File: src/rtl/button_conditioner.sv
// Button front end: synchronizes and debounces three raw buttons, then turns
// them into single-cycle move/drop commands with left/right hold-to-repeat.

module bc_debounce #(
    parameter int DEBOUNCE_CYCLES = 250000,
    parameter int CNT_W           = 24,
    parameter bit ACTIVE_LOW      = 1'b0
) (
    input  logic i_clk,
    input  logic i_rst_n,
    input  logic i_raw,
    output logic o_db_nxt,
    output logic o_rise
);
    logic             r_s1;
    logic             r_s2;
    logic             r_db;
    logic [CNT_W-1:0] r_cnt;
    logic             w_db_nxt;
    logic [CNT_W-1:0] w_cnt_nxt;

    // The counter only advances while s2 disagrees with the filtered state.
    always_comb begin
        w_db_nxt  = r_db;
        w_cnt_nxt = '0;
        if (r_s2 != r_db) begin
            if (r_cnt == CNT_W'(DEBOUNCE_CYCLES - 1))
                w_db_nxt = r_s2;
            else
                w_cnt_nxt = r_cnt + CNT_W'(1);
        end
    end

    always_ff @(posedge i_clk or negedge i_rst_n) begin
        if (!i_rst_n) begin
            r_s1  <= 1'b0;
            r_s2  <= 1'b0;
            r_db  <= 1'b0;
            r_cnt <= '0;
        end else begin
            r_s1  <= i_raw ^ ACTIVE_LOW;
            r_s2  <= r_s1;
            r_db  <= w_db_nxt;
            r_cnt <= w_cnt_nxt;
        end
    end

    assign o_db_nxt = w_db_nxt;
    assign o_rise   = w_db_nxt & ~r_db;
endmodule

module button_conditioner #(
    parameter int DEBOUNCE_CYCLES = 250000,
    parameter int REPEAT_DELAY    = 12500000,
    parameter int REPEAT_PERIOD   = 3750000,
    parameter int CNT_W           = 24,
    parameter bit ACTIVE_LOW      = 1'b0
) (
    input  logic clk_25MHz,
    input  logic rst_n,
    input  logic btn_right_raw,
    input  logic btn_left_raw,
    input  logic btn_drop_raw,
    output logic move_right,
    output logic move_left,
    output logic drop_piece
);
    localparam int NUM_CH = 3;
    localparam int CH_R   = 0;
    localparam int CH_L   = 1;
    localparam int CH_D   = 2;

    typedef enum logic [1:0] {IDLE, DELAY, REPEAT, LOCKED} state_t;

    logic [NUM_CH-1:0] w_raw;
    logic [NUM_CH-1:0] w_db_nxt;
    logic [NUM_CH-1:0] w_rise;

    assign w_raw = {btn_drop_raw, btn_left_raw, btn_right_raw};

    for (genvar ch = 0; ch < NUM_CH; ch++) begin : g_ch
        bc_debounce #(
            .DEBOUNCE_CYCLES(DEBOUNCE_CYCLES),
            .CNT_W          (CNT_W),
            .ACTIVE_LOW     (ACTIVE_LOW)
        ) u_db (
            .i_clk   (clk_25MHz),
            .i_rst_n (rst_n),
            .i_raw   (w_raw[ch]),
            .o_db_nxt(w_db_nxt[ch]),
            .o_rise  (w_rise[ch])
        );
    end

    state_t           r_state;
    state_t           w_state_nxt;
    logic             r_dir;        // 1 = left is the held direction
    logic             w_dir_nxt;
    logic [CNT_W-1:0] r_timer;
    logic [CNT_W-1:0] w_timer_nxt;
    logic [CNT_W-1:0] w_limit;
    logic             w_held;
    logic             w_opp;
    logic             w_pulse_r;
    logic             w_pulse_l;

    // Decisions use the debounced values as they will be after this edge, so
    // a pulse lands on the same edge the debounced state flips.
    assign w_held  = r_dir ? w_db_nxt[CH_L] : w_db_nxt[CH_R];
    assign w_opp   = r_dir ? w_db_nxt[CH_R] : w_db_nxt[CH_L];
    assign w_limit = (r_state == DELAY) ? CNT_W'(REPEAT_DELAY - 1)
                                        : CNT_W'(REPEAT_PERIOD - 1);

    always_comb begin
        w_state_nxt = r_state;
        w_dir_nxt   = r_dir;
        w_timer_nxt = r_timer;
        w_pulse_r   = 1'b0;
        w_pulse_l   = 1'b0;
        case (r_state)
            IDLE: begin
                w_timer_nxt = '0;
                if (w_db_nxt[CH_L] && w_db_nxt[CH_R]) begin
                    w_state_nxt = LOCKED;
                end else if (w_rise[CH_L]) begin
                    w_pulse_l   = 1'b1;
                    w_dir_nxt   = 1'b1;
                    w_state_nxt = DELAY;
                end else if (w_rise[CH_R]) begin
                    w_pulse_r   = 1'b1;
                    w_dir_nxt   = 1'b0;
                    w_state_nxt = DELAY;
                end
            end
            DELAY, REPEAT: begin
                if (!w_held) begin
                    w_state_nxt = IDLE;
                    w_timer_nxt = '0;
                end else if (w_opp) begin
                    w_state_nxt = LOCKED;
                    w_timer_nxt = '0;
                end else if (r_timer == w_limit) begin
                    w_pulse_l   = r_dir;
                    w_pulse_r   = ~r_dir;
                    w_timer_nxt = '0;
                    w_state_nxt = REPEAT;
                end else begin
                    w_timer_nxt = r_timer + CNT_W'(1);
                end
            end
            LOCKED: begin
                w_timer_nxt = '0;
                if (!w_db_nxt[CH_L] && !w_db_nxt[CH_R])
                    w_state_nxt = IDLE;
            end
            default: begin
                w_state_nxt = IDLE;
                w_timer_nxt = '0;
            end
        endcase
    end

    always_ff @(posedge clk_25MHz or negedge rst_n) begin
        if (!rst_n) begin
            r_state    <= IDLE;
            r_dir      <= 1'b0;
            r_timer    <= '0;
            move_right <= 1'b0;
            move_left  <= 1'b0;
            drop_piece <= 1'b0;
        end else begin
            r_state    <= w_state_nxt;
            r_dir      <= w_dir_nxt;
            r_timer    <= w_timer_nxt;
            move_right <= w_pulse_r;
            move_left  <= w_pulse_l;
            drop_piece <= w_rise[CH_D];
        end
    end
endmodule

File: config.mk
export PLATFORM = sky130hd
export DESIGN_NAME = button_conditioner
export DESIGN_NICKNAME = d
export VERILOG_FILES = /design/src/rtl/button_conditioner.sv
export SDC_FILE = /design/constraint.sdc
export NUM_CORES = 1
export LEC_CHECK = 0
export ABC_AREA = 1
export BUFFER_PORTS_ARGS = -buffer_cell sky130_fd_sc_hd__buf_2
export CORE_MARGIN = 5
export CORE_UTILIZATION = 47
export CTS_CLUSTER_SIZE = 40
export DETAILED_ROUTE_END_ITERATION = 7
export GPL_ROUTABILITY_DRIVEN = 0
export SYNTH_ARGS = -nofsm -noshare
export SYNTH_HDL_FRONTEND = slang
export SYNTH_HIERARCHICAL = 1
export SYNTH_SLANG_ARGS = --single-unit
File: constraint.sdc
create_clock -name clk_25MHz -period 2.5 [get_ports clk_25MHz]
set_input_delay 0.375 -clock clk_25MHz [delete_from_list [all_inputs] [get_ports clk_25MHz]]
set_output_delay 0.375 -clock clk_25MHz [all_outputs]
set_load 0.01 [all_outputs]
==> flow_metrics.tcl <==
set metrics [dict create \
    drtPass1Iterations 4 \
    ant_nets 0 \
    p_int_w 0.00275 \
    gr-usage-all-layers 0.187 \
    p_sw_w 0.000793 \
    synthArstFlopShare 1.00 \
    power_leakage_nw 3.22 \
    clkTransAtPathRegs_ns 0.07 \
    hold_slack_ns -0.0110 \
    wirelength_mm 14.2 \
    status "finished, violations left" \
    yosysTopAreaCell "dfrtp_1" \
    ys_ff_latch 111 \
    syn_inst 903 \
    synth.top_cells.by_area "dfrtp_1 42%, nand2_1 12%, nor2_1 11%" \
    synth_most_common_cell "nand2_1" \
    skew_ns 0.00991 \
    synth-edff-count 0 \
    start_util 0.480 \
    post-dp-hpwl_mm 10.7 \
    via_count 5390 \
    avgRoutedWirePerCell_um 12.7 \
    power_density_nw_per_um2 478 \
    antenna_found_initial 0 \
    end_kind "flop" \
    timing_worst_slew_pin_value_ns 0.563 \
    switching_share 0.223 \
    portBuffers 7 \
    die_w_um 129 \
    p_clk_frac 0.454 \
    cp_max_fo 9 \
    drive_gt1_frac 0.166 \
    pin_count 8 \
    holdCritPathClass "in -> async" \
    hold_viol_final 5 \
    yosysWarnings 6 \
    clk_latency_ns 0.36 \
    synth.avg_cell_area_um2 7.40 \
    synth_top_flop_cell "dfrtp_1" \
    clk_path_buf_depth 2 \
    antenna_cells 0 \
    yosys-top-cells-count "212 x nand2_1, 200 x nor2_1, 111 x dfrtp_1" \
    nets 949 \
    cts_sinks 111 \
    fin_crit_sh 0.876 \
    slew-limit-headroom 0.625 \
    syn_area_um2 6680 \
    arrival_ns 2.46 \
    htreeDepth 3 \
    yosysUniqueCellTypes 29 \
    fmax_ghz 0.457 \
    finalCriticalPeriod_ns 2.19 \
    synth_top_area_share 0.416 \
    std_cell_rows 43 \
    grt_max_degree 45 \
    overflow 0 \
    violations "hold timing" \
    vdd_drop_max_v 0.000450 \
    seqPwrFrac 0.515 \
    seq_area_frac_synth 0.416 \
    cts_buffers 9 \
    synthToLayoutAreaGrowth_pct 10.9 \
    start_kind "flop" \
    nFillCells 1394 \
    grt_pass1_vias 5332 \
    grt_pass1_wl_mm 25.1 \
    maxCapViolCount 0 \
    cts_tree "yes" \
    die_area_um2 16700 \
    drc 0 \
    setup_viol 0 \
    coreArea_um2 13900 \
    crit_type "reg -> reg" \
    cts_hold_buf 0 \
    rsz0062_at_grt "no" \
    final_max_slew_viol_count 0 \
    final.setup.tns_ns 0 \
    syn_nets 916 \
    fp.dieH_um 129 \
    combinationalPowerShare 0.032 \
    utilization 0.532 \
    clock-root-buffer "clkbuf_16" \
    detail_route.iter0.violations 356 \
    viasPerCell 4.81 \
    reg2regPathDepth 12 \
    critPathRequiredTime_ns 2.77 \
]
-- cell usage in the layout, fill, tap and decap left out, types with 4 or more instances in the layout --
master and count:
xor2_1 30, ha_1 8, a21oi_1 17, buf_4 20, nand2_4 4, nand2_1 212, buf_2 6, nand4_1 7
nand3_1 50, nand2_2 37, nor2_4 23, nor2_2 27, dfrtp_1 111, o21ai_0 12, inv_1 95, nor3_1 11
inv_2 10, nand3_2 8, clkbuf_16 9, xnor2_1 19, nor2_1 199
-- power groups by stage --
stage / clock network [W] / logic, W / registers (W)
after floorplan: 0 / 0.0000490 / 0.00186
after global placement: 0 / 0.000117 / 0.00186
after detailed placement: 0 / 0.000117 / 0.00186
after CTS: 0.00167 / 0.000118 / 0.00183
after global routing: 0.00173 / 0.000132 / 0.00183
final: 0.00161 / 0.000112 / 0.00183
-- metal layers --
| layer | vias to the layer above | share of wire | GRT usage |
|---|---|---|---|
| met5 | - | 0 | 0 |
| met2 | 73 | 0.46 | 0.298 |
| li1 | 2840 | - | - |
| met1 | 2456 | 0.49 | 0.255 |
| met3 | 21 | 0.031 | 0.0429 |
| met4 | 0 | 0.017 | 0.0562 |
-- critical path: stages, from the launching register on --
cell and delay (ns):
dfrtp_1 0.39, ha_1 0.20, nand3_2 0.11, nor2_1 0.14, nand3_2 0.14, o21ai_2 0.17, inv_1 0.10, a21oi_1 0.17
o21ai_1 0.12, nor2_2 0.16, nand2_4 0.11, buf_4 0.19, nor3_1 0.12
-- cell type report --
type	count	area (um^2)	area share
Inverter	105	394	0.0532
Clock buffer	10	239	0.0322
Multi-Input combinational cell	682	3490	0.470
Timing Repair Buffer	27	200	0.0270
Clock inverter	6	90.1	0.0122
Sequential cell	111	2780	0.375
Tap cell	180	225	0.0304
-- what timing repair did --
item	in CTS	in global routing
resized for setup	0	6
buffers inserted	0	5
setup endpoints to repair	0	26
-- state kept, by name, summed over array words and instances (netlist names) --
name and count:
g_ch.u_db/r_cnt 72, r_timer 24, g_ch.u_db/r_db 3, g_ch.u_db/r_s1 3
g_ch.u_db/r_s2 3, r_state 2, drop_piece 1, move_left 1
move_right 1, r_dir 1
-- cell families after synthesis --
family          after synthesis  share of synthesized area
fa+ha+maj                     8                     0.0150
xor+xnor                     49                     0.0642
flops                       111                      0.416
compound gates               35                     0.0271
buf+inv                     110                     0.0644
simple gates                590                      0.414
-- worst paths after layout --
check | start | slack, ns | endpoint
worst max register to register | g_ch[1].u_db/r_cnt[0]$_DFF_PN0_ | 0.31 | r_timer[13]$_DFF_PN0_
worst max-delay path | g_ch[1].u_db/r_cnt[0]$_DFF_PN0_ | 0.31 | r_timer[13]$_DFF_PN0_
max in group asynchronous | rst_n | 1.77 | g_ch[2].u_db/r_cnt[14]$_DFF_PN0_
worst min register to register | g_ch[2].u_db/r_s1$_DFF_PN0_ | 0.36 | g_ch[2].u_db/r_s2$_DFF_PN0_
min in group clk_25MHz | btn_left_raw | 0.11 | g_ch[1].u_db/r_s1$_DFF_PN0_
worst min-delay path | rst_n | -0.01 | g_ch[0].u_db/r_cnt[18]$_DFF_PN0_
-- through the flow --
step / instances / setup slack [ns] / area (um^2) / power [W] / hold slack (ns)
after floorplan: 903 / 0.299 / 6680 / 0.00191 / 0.0794
after global placement: 1100 / 0.164 / 7040 / 0.00198 / 0.334
after detailed placement: 1100 / 0.0762 / 7040 / 0.00198 / 0.340
after CTS: 1116 / 0.0492 / 7360 / 0.00362 / 0.00860
after global routing: 1121 / 0.0105 / 7410 / 0.00369 / 0.0383
final: 1121 / 0.310 / 7410 / 0.00355 / -0.0110
Note: power is estimated with default switching activity, not from simulation.
